===== src/rtl/controle_jogo.sv =====
`default_nettype none
// +----------------------------------------------------------------------------+
// | Module      : controle_jogo                                                |
// | Description : Game-flow sequencer for the ship-shooter. Owns the game      |
// |               state, lives, BCD score, frame-paced entity step and blink.  |
// |               Optional: CONTROLE_JOGO_RECORDE_EN builds the BCD high score.|
// | Revision    : 1.0 - initial release                                        |
// +----------------------------------------------------------------------------+
module controle_jogo #(
    parameter int VIDAS_INICIAIS = 3,
    parameter int QUADROS_INVULN = 60,
    parameter int PONTOS_ACERTO  = 1,
    parameter int PERIODO_PISCA  = 8
) (
    input  logic        CLOCK_50,
    input  logic        reset,
    input  logic        frame_tick,
    input  logic        start,
    input  logic        pausa,
    input  logic        hit_nave,
    input  logic        hit_inimigo,
    output logic [2:0]  estado,
    output logic [1:0]  vidas,
    output logic [15:0] pontos,
    output logic        passo,
    output logic        respawn,
    output logic        perdeu,
    output logic        piscar,
    output logic [15:0] recorde
);

    localparam logic [2:0] c_IDLE     = 3'd0;
    localparam logic [2:0] c_JOGANDO  = 3'd1;
    localparam logic [2:0] c_PAUSA    = 3'd2;
    localparam logic [2:0] c_ATINGIDO = 3'd3;
    localparam logic [2:0] c_FIM      = 3'd4;

    localparam logic [1:0] c_VIDAS      = 2'(VIDAS_INICIAIS);
    localparam logic [7:0] c_QUADROS    = 8'(QUADROS_INVULN);
    localparam logic [7:0] c_PISCA_ULT  = 8'(PERIODO_PISCA - 1);
    localparam logic [3:0] c_INCREMENTO = 4'(PONTOS_ACERTO);

    logic [2:0]  r_estado;
    logic [1:0]  r_vidas;
    logic [15:0] r_pontos;
    logic        r_passo;
    logic        r_respawn;
    logic        r_perdeu;
    logic        r_piscar;
    logic [7:0]  r_cnt;
    logic [7:0]  r_pisca_cnt;
    logic        r_volta;

    logic [2:0]  w_estado;
    logic [1:0]  w_vidas;
    logic [15:0] w_pontos;
    logic [15:0] w_soma;
    logic        w_respawn;
    logic        w_piscar;
    logic [7:0]  w_cnt;
    logic [7:0]  w_pisca_cnt;
    logic        w_volta;
    logic        w_passo;

    // Digit-serial BCD add; any carry out of the top digit saturates at 9999.
    function automatic logic [15:0] f_bcd_soma(input logic [15:0] val, input logic [3:0] inc);
        logic [15:0] res;
        logic [4:0]  dig;
        logic [4:0]  carry;
        res   = '0;
        carry = {1'b0, inc};
        for (int i = 0; i < 4; i++) begin
            dig = {1'b0, val[i*4 +: 4]} + carry;
            if (dig > 5'd9) begin
                res[i*4 +: 4] = 4'(dig - 5'd10);
                carry         = 5'd1;
            end else begin
                res[i*4 +: 4] = dig[3:0];
                carry         = 5'd0;
            end
        end
        if (carry != 5'd0) begin
            res = 16'h9999;
        end
        return res;
    endfunction

    assign w_soma = f_bcd_soma(r_pontos, c_INCREMENTO);

    always_comb begin
        w_estado    = r_estado;
        w_vidas     = r_vidas;
        w_pontos    = r_pontos;
        w_respawn   = 1'b0;
        w_piscar    = r_piscar;
        w_cnt       = r_cnt;
        w_pisca_cnt = r_pisca_cnt;
        w_volta     = r_volta;
        case (r_estado)
            c_IDLE: begin
                if (start) begin
                    w_estado  = c_JOGANDO;
                    w_vidas   = c_VIDAS;
                    w_pontos  = '0;
                    w_respawn = 1'b1;
                end
            end
            c_JOGANDO: begin
                if (hit_inimigo) begin
                    w_pontos = w_soma;
                end
                // A ship hit wins over a pause request in the same cycle so it is never lost.
                if (hit_nave) begin
                    if (r_vidas > 2'd1) begin
                        w_vidas     = r_vidas - 2'd1;
                        w_estado    = c_ATINGIDO;
                        w_cnt       = '0;
                        w_pisca_cnt = '0;
                        w_piscar    = 1'b1;
                    end else begin
                        w_vidas  = '0;
                        w_estado = c_FIM;
                    end
                end else if (pausa) begin
                    w_estado = c_PAUSA;
                    w_volta  = 1'b0;
                end
            end
            c_ATINGIDO: begin
                if (hit_inimigo) begin
                    w_pontos = w_soma;
                end
                if (pausa) begin
                    w_estado = c_PAUSA;
                    w_volta  = 1'b1;
                end else if (frame_tick) begin
                    if (r_cnt + 8'd1 == c_QUADROS) begin
                        w_estado = c_JOGANDO;
                        w_cnt    = '0;
                        w_piscar = 1'b0;
                    end else begin
                        w_cnt = r_cnt + 8'd1;
                        if (r_pisca_cnt == c_PISCA_ULT) begin
                            w_pisca_cnt = '0;
                            w_piscar    = ~r_piscar;
                        end else begin
                            w_pisca_cnt = r_pisca_cnt + 8'd1;
                        end
                    end
                end
            end
            c_PAUSA: begin
                if (!pausa) begin
                    w_estado = r_volta ? c_ATINGIDO : c_JOGANDO;
                end
            end
            c_FIM: begin
                if (start) begin
                    w_estado = c_IDLE;
                    w_pontos = '0;
                    w_vidas  = '0;
                end
            end
            default: begin
                w_estado = c_IDLE;
                w_piscar = 1'b0;
            end
        endcase
        // Step is judged against the state being entered, so it never shows up beside PAUSA/FIM.
        w_passo = frame_tick && ((w_estado == c_JOGANDO) || (w_estado == c_ATINGIDO));
    end

    always_ff @(posedge CLOCK_50) begin
        if (reset) begin
            r_estado    <= c_IDLE;
            r_vidas     <= '0;
            r_pontos    <= '0;
            r_passo     <= 1'b0;
            r_respawn   <= 1'b0;
            r_perdeu    <= 1'b0;
            r_piscar    <= 1'b0;
            r_cnt       <= '0;
            r_pisca_cnt <= '0;
            r_volta     <= 1'b0;
        end else begin
            r_estado    <= w_estado;
            r_vidas     <= w_vidas;
            r_pontos    <= w_pontos;
            r_passo     <= w_passo;
            r_respawn   <= w_respawn;
            r_perdeu    <= (w_estado == c_FIM);
            r_piscar    <= w_piscar;
            r_cnt       <= w_cnt;
            r_pisca_cnt <= w_pisca_cnt;
            r_volta     <= w_volta;
        end
    end

`ifdef CONTROLE_JOGO_RECORDE_EN
    logic [15:0] r_recorde;

    // Valid BCD orders like binary, so a plain magnitude compare suffices.
    always_ff @(posedge CLOCK_50) begin
        if (reset) begin
            r_recorde <= '0;
        end else if ((w_estado == c_FIM) && (r_estado != c_FIM) && (w_pontos > r_recorde)) begin
            r_recorde <= w_pontos;
        end
    end

    assign recorde = r_recorde;
`else
    assign recorde = 16'h0000;
`endif

    assign estado  = r_estado;
    assign vidas   = r_vidas;
    assign pontos  = r_pontos;
    assign passo   = r_passo;
    assign respawn = r_respawn;
    assign perdeu  = r_perdeu;
    assign piscar  = r_piscar;

endmodule
`default_nettype wire


===== config.mk =====
export PLATFORM = sky130hd
export DESIGN_NAME = controle_jogo
export DESIGN_NICKNAME = d
export VERILOG_FILES = /design/src/rtl/controle_jogo.sv
export SDC_FILE = /design/constraint.sdc
export NUM_CORES = 1
export LEC_CHECK = 0
export ABC_AREA = 1
export CAP_MARGIN = 20
export CORE_MARGIN = 2
export CORE_UTILIZATION = 50
export DETAILED_ROUTE_END_ITERATION = 10
export PLACE_DENSITY = 0.74
export SLEW_MARGIN = 0
export SYNTH_ARGS = -nofsm -noshare
export SYNTH_HDL_FRONTEND = slang
export SYNTH_SLANG_ARGS = --single-unit

===== constraint.sdc =====
create_clock -name CLOCK_50 -period 6.4 [get_ports CLOCK_50]
set_input_delay 1.28 -clock CLOCK_50 [delete_from_list [all_inputs] [get_ports CLOCK_50]]
set_output_delay 1.28 -clock CLOCK_50 [all_outputs]
set_load 0.05 [all_outputs]

## Yosys cells after proc, flatten, opt, wreduce, memory -nomap -nowiden

Cells that the tools add are included.

| cells by class | value |
|---|---|
| muxes and demuxes | 51 |
| add/sub/neg operators | 11 |
| equal/unequal tests | 22 |
| reductions and logical operators | 17 |
| magnitude comparators | 5 |
| bitwise gates (word level) | 3 |

Operator list:

| kind | number |
|---|---|
| two-way mux 8 bit | 9 |
| two-way mux 16 bit | 3 |
| case mux 16 bit (2 select lines) | 1 |
| case mux 8 bit (2 select lines) | 2 |
| two-way mux 3 bit | 9 |
| > comparator 5 x 4 -> 1 bit, second input constant | 4 |
| != test 2 bit, second input constant | 10 |
| adder 8 x 1 -> 8 bit, second input constant | 2 |
| two-way mux 4 bit | 4 |
| subtractor 4 bit, second input constant | 4 |
| adder 4 x 1 -> 5 bit | 3 |
| case mux 3 bit (5 select lines) | 1 |
| two-way mux 1 bit | 14 |
| AND reduction 6 bit | 2 |
| two-way mux 2 bit | 5 |
| == test 3 x 2 -> 1 bit, second input constant | 3 |
| == test 8 x 3 -> 1 bit, second input constant | 1 |
| == test 8 x 6 -> 1 bit, second input constant | 1 |
| AND reduction 4 bit | 2 |
| == test 3 x 1 -> 1 bit, second input constant | 2 |
| == test 3 bit, second input constant | 2 |
| case mux 2 bit (3 select lines) | 1 |
| OR reduction 2 bit | 3 |
| adder 4 x 1 -> 5 bit, second input constant | 1 |
| other kinds (16) | 20 |

| storage, ports and cells | value |
|---|---|
| flip-flop bits (word level) | 42 |
| logic and storage cells | 119 |

## Depth between registers and ports, before layout

| logic depth | value |
|---|---|
| depth after elaboration | 16 |
| gate-level depth with buffers | 33 |

## Least setup slack after synthesis

No wires, ideal clock.

| timing path | value |
|---|---|
| kind | register -> register |
| start | register r_pontos[0] (netlist: pontos[0]) |
| end | register r_pontos[10] (netlist: pontos[10]) |
| buffers on the path | 0 |
| stages on the path, launching flop included | 32 |
| slack | 1.728 ns |
| arrival | 4.602 ns |
| library setup time | 0.070 ns |
| path through | dfxtp_1 -> inv_1 -> ha_1 -> inv_1 -> ha_1 -> nand2_1 -> nand2_1 -> nand2_1 -> nand2_1 -> nand2_1 -> nand2_1 -> ha_1 -> ha_1 -> xnor2_1 -> nand2_1 -> nand2_1 -> nand2_1 -> ha_1 -> ha_1 -> xnor2_1 -> nand2_1 -> nand2_1 -> nand2_1 -> ha_1 -> ha_1 -> a21oi_1 -> nand2_1 -> nand2_1 -> inv_1 -> nor2_4 -> nand3_1 -> a21oi_1 |

| on the way | value |
|---|---|
| word-level cells in the longest chain between the ends | 16 |
| elaborated cells on any way between the ends | 18 |
| those cells by class | 5 x add/sub; 4 x order compare; 8 x mux; 1 x reduce/logical |

RTL lines:

| element | line | text |
|---|---|---|
| from (decl) | 45 | `logic [15:0] r_pontos;` |
| from (signal assigned) | 188 | `r_pontos <= w_pontos;` |
| adder 4 x 1 -> 5 bit * | 73 | `dig = {1'b0, val[i*4 +: 4]} + carry;` |
| > comparator 5 x 4 -> 1 bit * | 74 | `if (dig > 5'd9) begin` |
| two-way mux 1 bit * | 74 |  |
| adder 4 x 1 -> 5 bit * | 73 |  |
| > comparator 5 x 4 -> 1 bit * | 74 |  |
| two-way mux 1 bit * | 74 |  |
| adder 4 x 1 -> 5 bit * | 73 |  |
| > comparator 5 x 4 -> 1 bit | 74 |  |
| two-way mux 1 bit | 74 |  |
| adder 4 x 1 -> 5 bit | 73 |  |
| > comparator 5 x 4 -> 1 bit | 74 |  |
| two-way mux 1 bit | 74 |  |
| nonzero test 5 bit | 82 | `if (carry != 5'd0) begin` |
| two-way mux 16 bit * | 82 |  |
| two-way mux 16 bit * | 109, 130 |  |
| case mux 16 bit (2 select lines) * | 99 | `case (r_estado)` |

Every way passes the cells marked *; elsewhere a longest branch is shown, timed or not. The select of a mux whose other input is x is not followed.
A chain may end at the register's enable or synchronous reset.

## Worst setup path in the final report

| timing path | value |
|---|---|
| start | register r_pontos[0] (netlist: pontos[0]) |
| end | register r_pontos[1] (netlist: pontos[1]) |

| on the way | value |
|---|---|
| word-level cells in the longest chain between the ends | 16 |
| elaborated cells on any way between the ends | 18 |
| those cells by class | 5 x add/sub; 4 x order compare; 8 x mux; 1 x reduce/logical |

RTL lines:

| element | line |
|---|---|
| adder 4 x 1 -> 5 bit * | 73 |
| > comparator 5 x 4 -> 1 bit | 74 |
| two-way mux 1 bit | 74 |
| adder 4 x 1 -> 5 bit | 73 |
| > comparator 5 x 4 -> 1 bit | 74 |
| two-way mux 1 bit | 74 |
| adder 4 x 1 -> 5 bit | 73 |
| > comparator 5 x 4 -> 1 bit | 74 |
| two-way mux 1 bit | 74 |
| adder 4 x 1 -> 5 bit | 73 |
| > comparator 5 x 4 -> 1 bit | 74 |
| two-way mux 1 bit | 74 |
| nonzero test 5 bit | 82 |
| two-way mux 16 bit * | 82 |
| two-way mux 16 bit * | 109, 130 |
| case mux 16 bit (2 select lines) * | 99 |

Marks and branches as above.

==> Flow_metrics.wiki <==
{| class="wikitable"
! Metric !! Value
|-
| Fraction of the yosys area taken by sequential cells || 0.317
|-
| Timing-limited maximum frequency || around 210 MHz
|-
| Number of optimization iterations in the first detailed-route pass || 6
|-
| Number of distinct library cells after synthesis || 37
|-
| Buffer count from post-CTS setup fixing || 0
|-
| Post-cts repair resize count || 0
|-
| Static Leak || approximately 1.3 nW
|-
| Final total power || 582 uW
|-
| Maximum number of pins on one net before global-route repair || 38
|-
| Total routing resource utilization after global routing || 0.189
|-
| Share of power burned in registers || 0.472
|-
| Highest cell delay on the worst timing path || just over 0.4 ns
|-
| Switch share || 0.297
|-
| Shortest period the worst path allows || 4.80 ns
|-
| Worst reg2reg path startpoint || pontos[0]
|-
| Port-buffer cells || 31
|-
| Highest-delay cell along the critical path || sky130_fd_sc_hd__dfxtp_1
|-
| Final worst-path cycle share || 0.750
|-
| Hold violation total from the final report || 0
|-
| Overall routed net length || about 5.5 mm
|-
| CP Capture Type || flop
|-
| Outcome || finished, final reports clean
|-
| Final design instance area without fill || 3050 sq um
|-
| Fill cells || 500
|-
| Logic gate share of total power || 0.170
|-
| Max-cap violations || 0
|-
| Clock-pin slew reported for the worst setup and hold paths after clock tree synthesis || roughly 0.080 ns
|-
| Clock latency reported for the late side of the worst-skew pair || around 0.30 ns
|-
| Startpoint Class || flop
|-
| Clock root buffer master || sky130_fd_sc_hd__clkbuf_8
|-
| CTS hold repair buffers || 0
|-
| Endpoint required time on the critical path || approximately 6.6 ns
|-
| Floorplan row count || 26
|-
| Per-cell via count in the routed design || roughly 5
|-
| CP arrival || just over 5 ns
|-
| Seq cells post-synth || between 40 and 50
|-
| Die X || 76.8 um
|-
| Final routed DRC violation total || 0
|-
| Yosys synthesis warning count || 0
|-
| Overall die area || ~6000 sq um
|-
| Max-slew violations || 0
|-
| Via total after detailed routing || between 2000 and 2500
|-
| Area overhead of the layout relative to synthesis || 15.0%
|-
| Number of primary I/O pins || 48
|-
| Initial standard-cell utilization of the core || 0.519
|-
| Maximum clock insertion buffer count || 2
|-
| Average routed wire per standard cell || 11.3 um
|-
| P per Cell Area || approximately 190 nW/um^2
|-
| Peak VDD IR || roughly 0.11 mV
|-
| Pint || about 410 uW
|-
| Core box area || 5110 sq um
|-
| P_sw || approximately 170 uW
|-
| Clock share of power || 0.357
|-
| Total negative slack || 0 ns
|-
| Launch point of the worst hold path || r_pisca_cnt[3]
|-
| Launch point of the worst path || pontos[0]
|-
| Number of DRC violations after detailed-routing iteration 0 || between 100 and 150
|-
| Total standard cell area after synthesis || 2650 sq um
|-
| Number of antenna cells inserted || 0
|-
| Remaining antenna violation count || 0
|-
| Worst-case headroom to the max-slew limit || 0.631
|-
| Final standard cell utilization of the core || 0.597
|-
| Min-delay worst type || reg -> reg
|-
| Class of the most critical setup path || reg -> reg
|-
| Maximum level of the CTS H-tree || 2
|-
| Storage cell area || between 800 and 900 sq um
|-
| First-pass GRT wire length || approximately 9.3 mm
|-
| Vias in the first global route || ~2100
|-
| Half-perimeter wire length of the detailed placement result || about 4 mm
|-
| Cells after Synth || 390
|-
| Final Setup Violations || 0
|-
| Actual slew at the worst max-slew pin || about 0.55 ns
|-
| RSZ-0062 raised after global routing || no
|-
| Instance area at placement || between 2000 and 3000 sq um
|-
| Fraction of layout instances using a drive strength above 1 || 0.0714
|-
| Cell count after placement || slightly below 500
|-
| TritonCTS clock tree || done
|-
| Final #Nets || approximately 440
|-
| Final std cells w/o fill || 490
|-
| Worst clock skew on the final layout || 0.00773 ns
|-
| Total global routing overflow || 0
|-
| Top library cells by usage in the layout, fill and taps aside || 107 x sky130_fd_sc_hd__nand2_1, 42 x sky130_fd_sc_hd__dfxtp_1, 36 x sky130_fd_sc_hd__a21oi_1
|-
| Number of clock sinks seen by CTS || 42
|-
| Post-synthesis area per instance || between 6 and 7 sq um
|-
| Most common cell on crit path || sky130_fd_sc_hd__nand2_1
|-
| Global placer's final weighted congestion || ~0.85
|-
| Worst Path Max Fanout || 8
|-
| Most common library cell in the layout ignoring fill and taps || sky130_fd_sc_hd__nand2_1
|-
| Area of combinational cells with multiple inputs || between 1500 and 2000 sq um
|-
| Height of the chip || approximately 77 um
|-
| Total CTS buffers || 5
|-
| Number of antenna violations at the first check in global routing || 0
|}
[Yosys cell counts (all sizes together)]
master	instances	area (sq um)
o2111ai	1	8.76
a21oi	37	189
a21o	1	7.51
buf	21	155
o21bai	1	7.51
nor3b	2	15.0
nand2	116	463
dfxtp	42	841
nor3	7	40.0
xnor2	7	61.3
ha	13	163
nand3	36	193
clkbuf	4	15.0
and2	1	6.26
nand4	7	43.8
xor2	4	35.0
conb	1	3.75
o211ai	2	15.0
inv	38	143
o21ai	13	68.8
nor4	1	6.26
or2	1	6.26
a31oi	1	6.26
nor2	33	159
[flip-flops by register name (all words and copies together), names as in the netlist]
register     flops
estado           3
passo            1
perdeu           1
piscar           1
pontos          16
r_cnt            8
r_pisca_cnt      8
r_volta          1
respawn          1
vidas            2
[power groups by stage]
stage	registers [mW]	logic, mW	clock network [mW]
CTS	0.275	0.0990	0.214
detailed placement	0.281	0.0987	0
global route	0.276	0.107	0.225
global placement	0.281	0.0976	0
floorplan	0.298	0.0669	0
finish	0.275	0.0991	0.208
[cells by family (layout without fill, tap and decap cells)]
logic type / after synthesis / in the layout / share of synthesized area
flops: 42 / 42 / 0.317
xor+xnor: 11 / 11 / 0.0363
other cells: 1 / 16 / 0.00141
buf+inv: 63 / 78 / 0.118
simple gates: 204 / 204 / 0.352
compound gates: 56 / 56 / 0.114
fa+ha+maj: 13 / 13 / 0.0614
[cell type report]
type	instances	area share
Tap cell	70	0.0287
Clock buffer	7	0.0250
Timing Repair Buffer	32	0.104
Sequential cell	42	0.276
Inverter	38	0.0468
Clock inverter	1	0.00985
Multi-Input combinational cell	300	0.510
[worst max-delay path, delay by kind of cell, from the launching register on]
kind                     cells  cell delay (ns)
AND/OR/NAND/NOR             16             1.44
flip-flops                   1             0.41
buffers and inverters        3             0.30
XOR/XNOR                     2             0.47
adder cells (fa/ha/maj)      8             1.84
AO/OA/AOI/OAI                2             0.26
[path summary, 6_finish.rpt]
kind                     to  slack (ns)  depth (start not counted)
max reg2reg       pontos[1]        1.60                         31
max               pontos[1]        1.60                         31
min          r_pisca_cnt[3]        0.46                          2
min reg2reg  r_pisca_cnt[3]        0.46                          2
[per-layer routing]
layer / GRT usage / share of wire / vias to the layer above
met4: 0.0764 / 0.0094 / 0
met5: 0 / 0 / -
li1: - / - / 1296
met1: 0.228 / 0.45 / 1147
met3: 0.0353 / 0.031 / 4
met2: 0.331 / 0.51 / 45
[per-stage QoR]
step	hold slack, ns	worst slack [ns]
4_1_cts	0.467	1.56
5_1_grt	0.479	0.991
3_3_place_gp	0.451	1.85
3_5_place_dp	0.455	1.60
2_1_floorplan	0.439	1.73
6_report	0.465	1.60
Power figures use the tool's default switching activity.
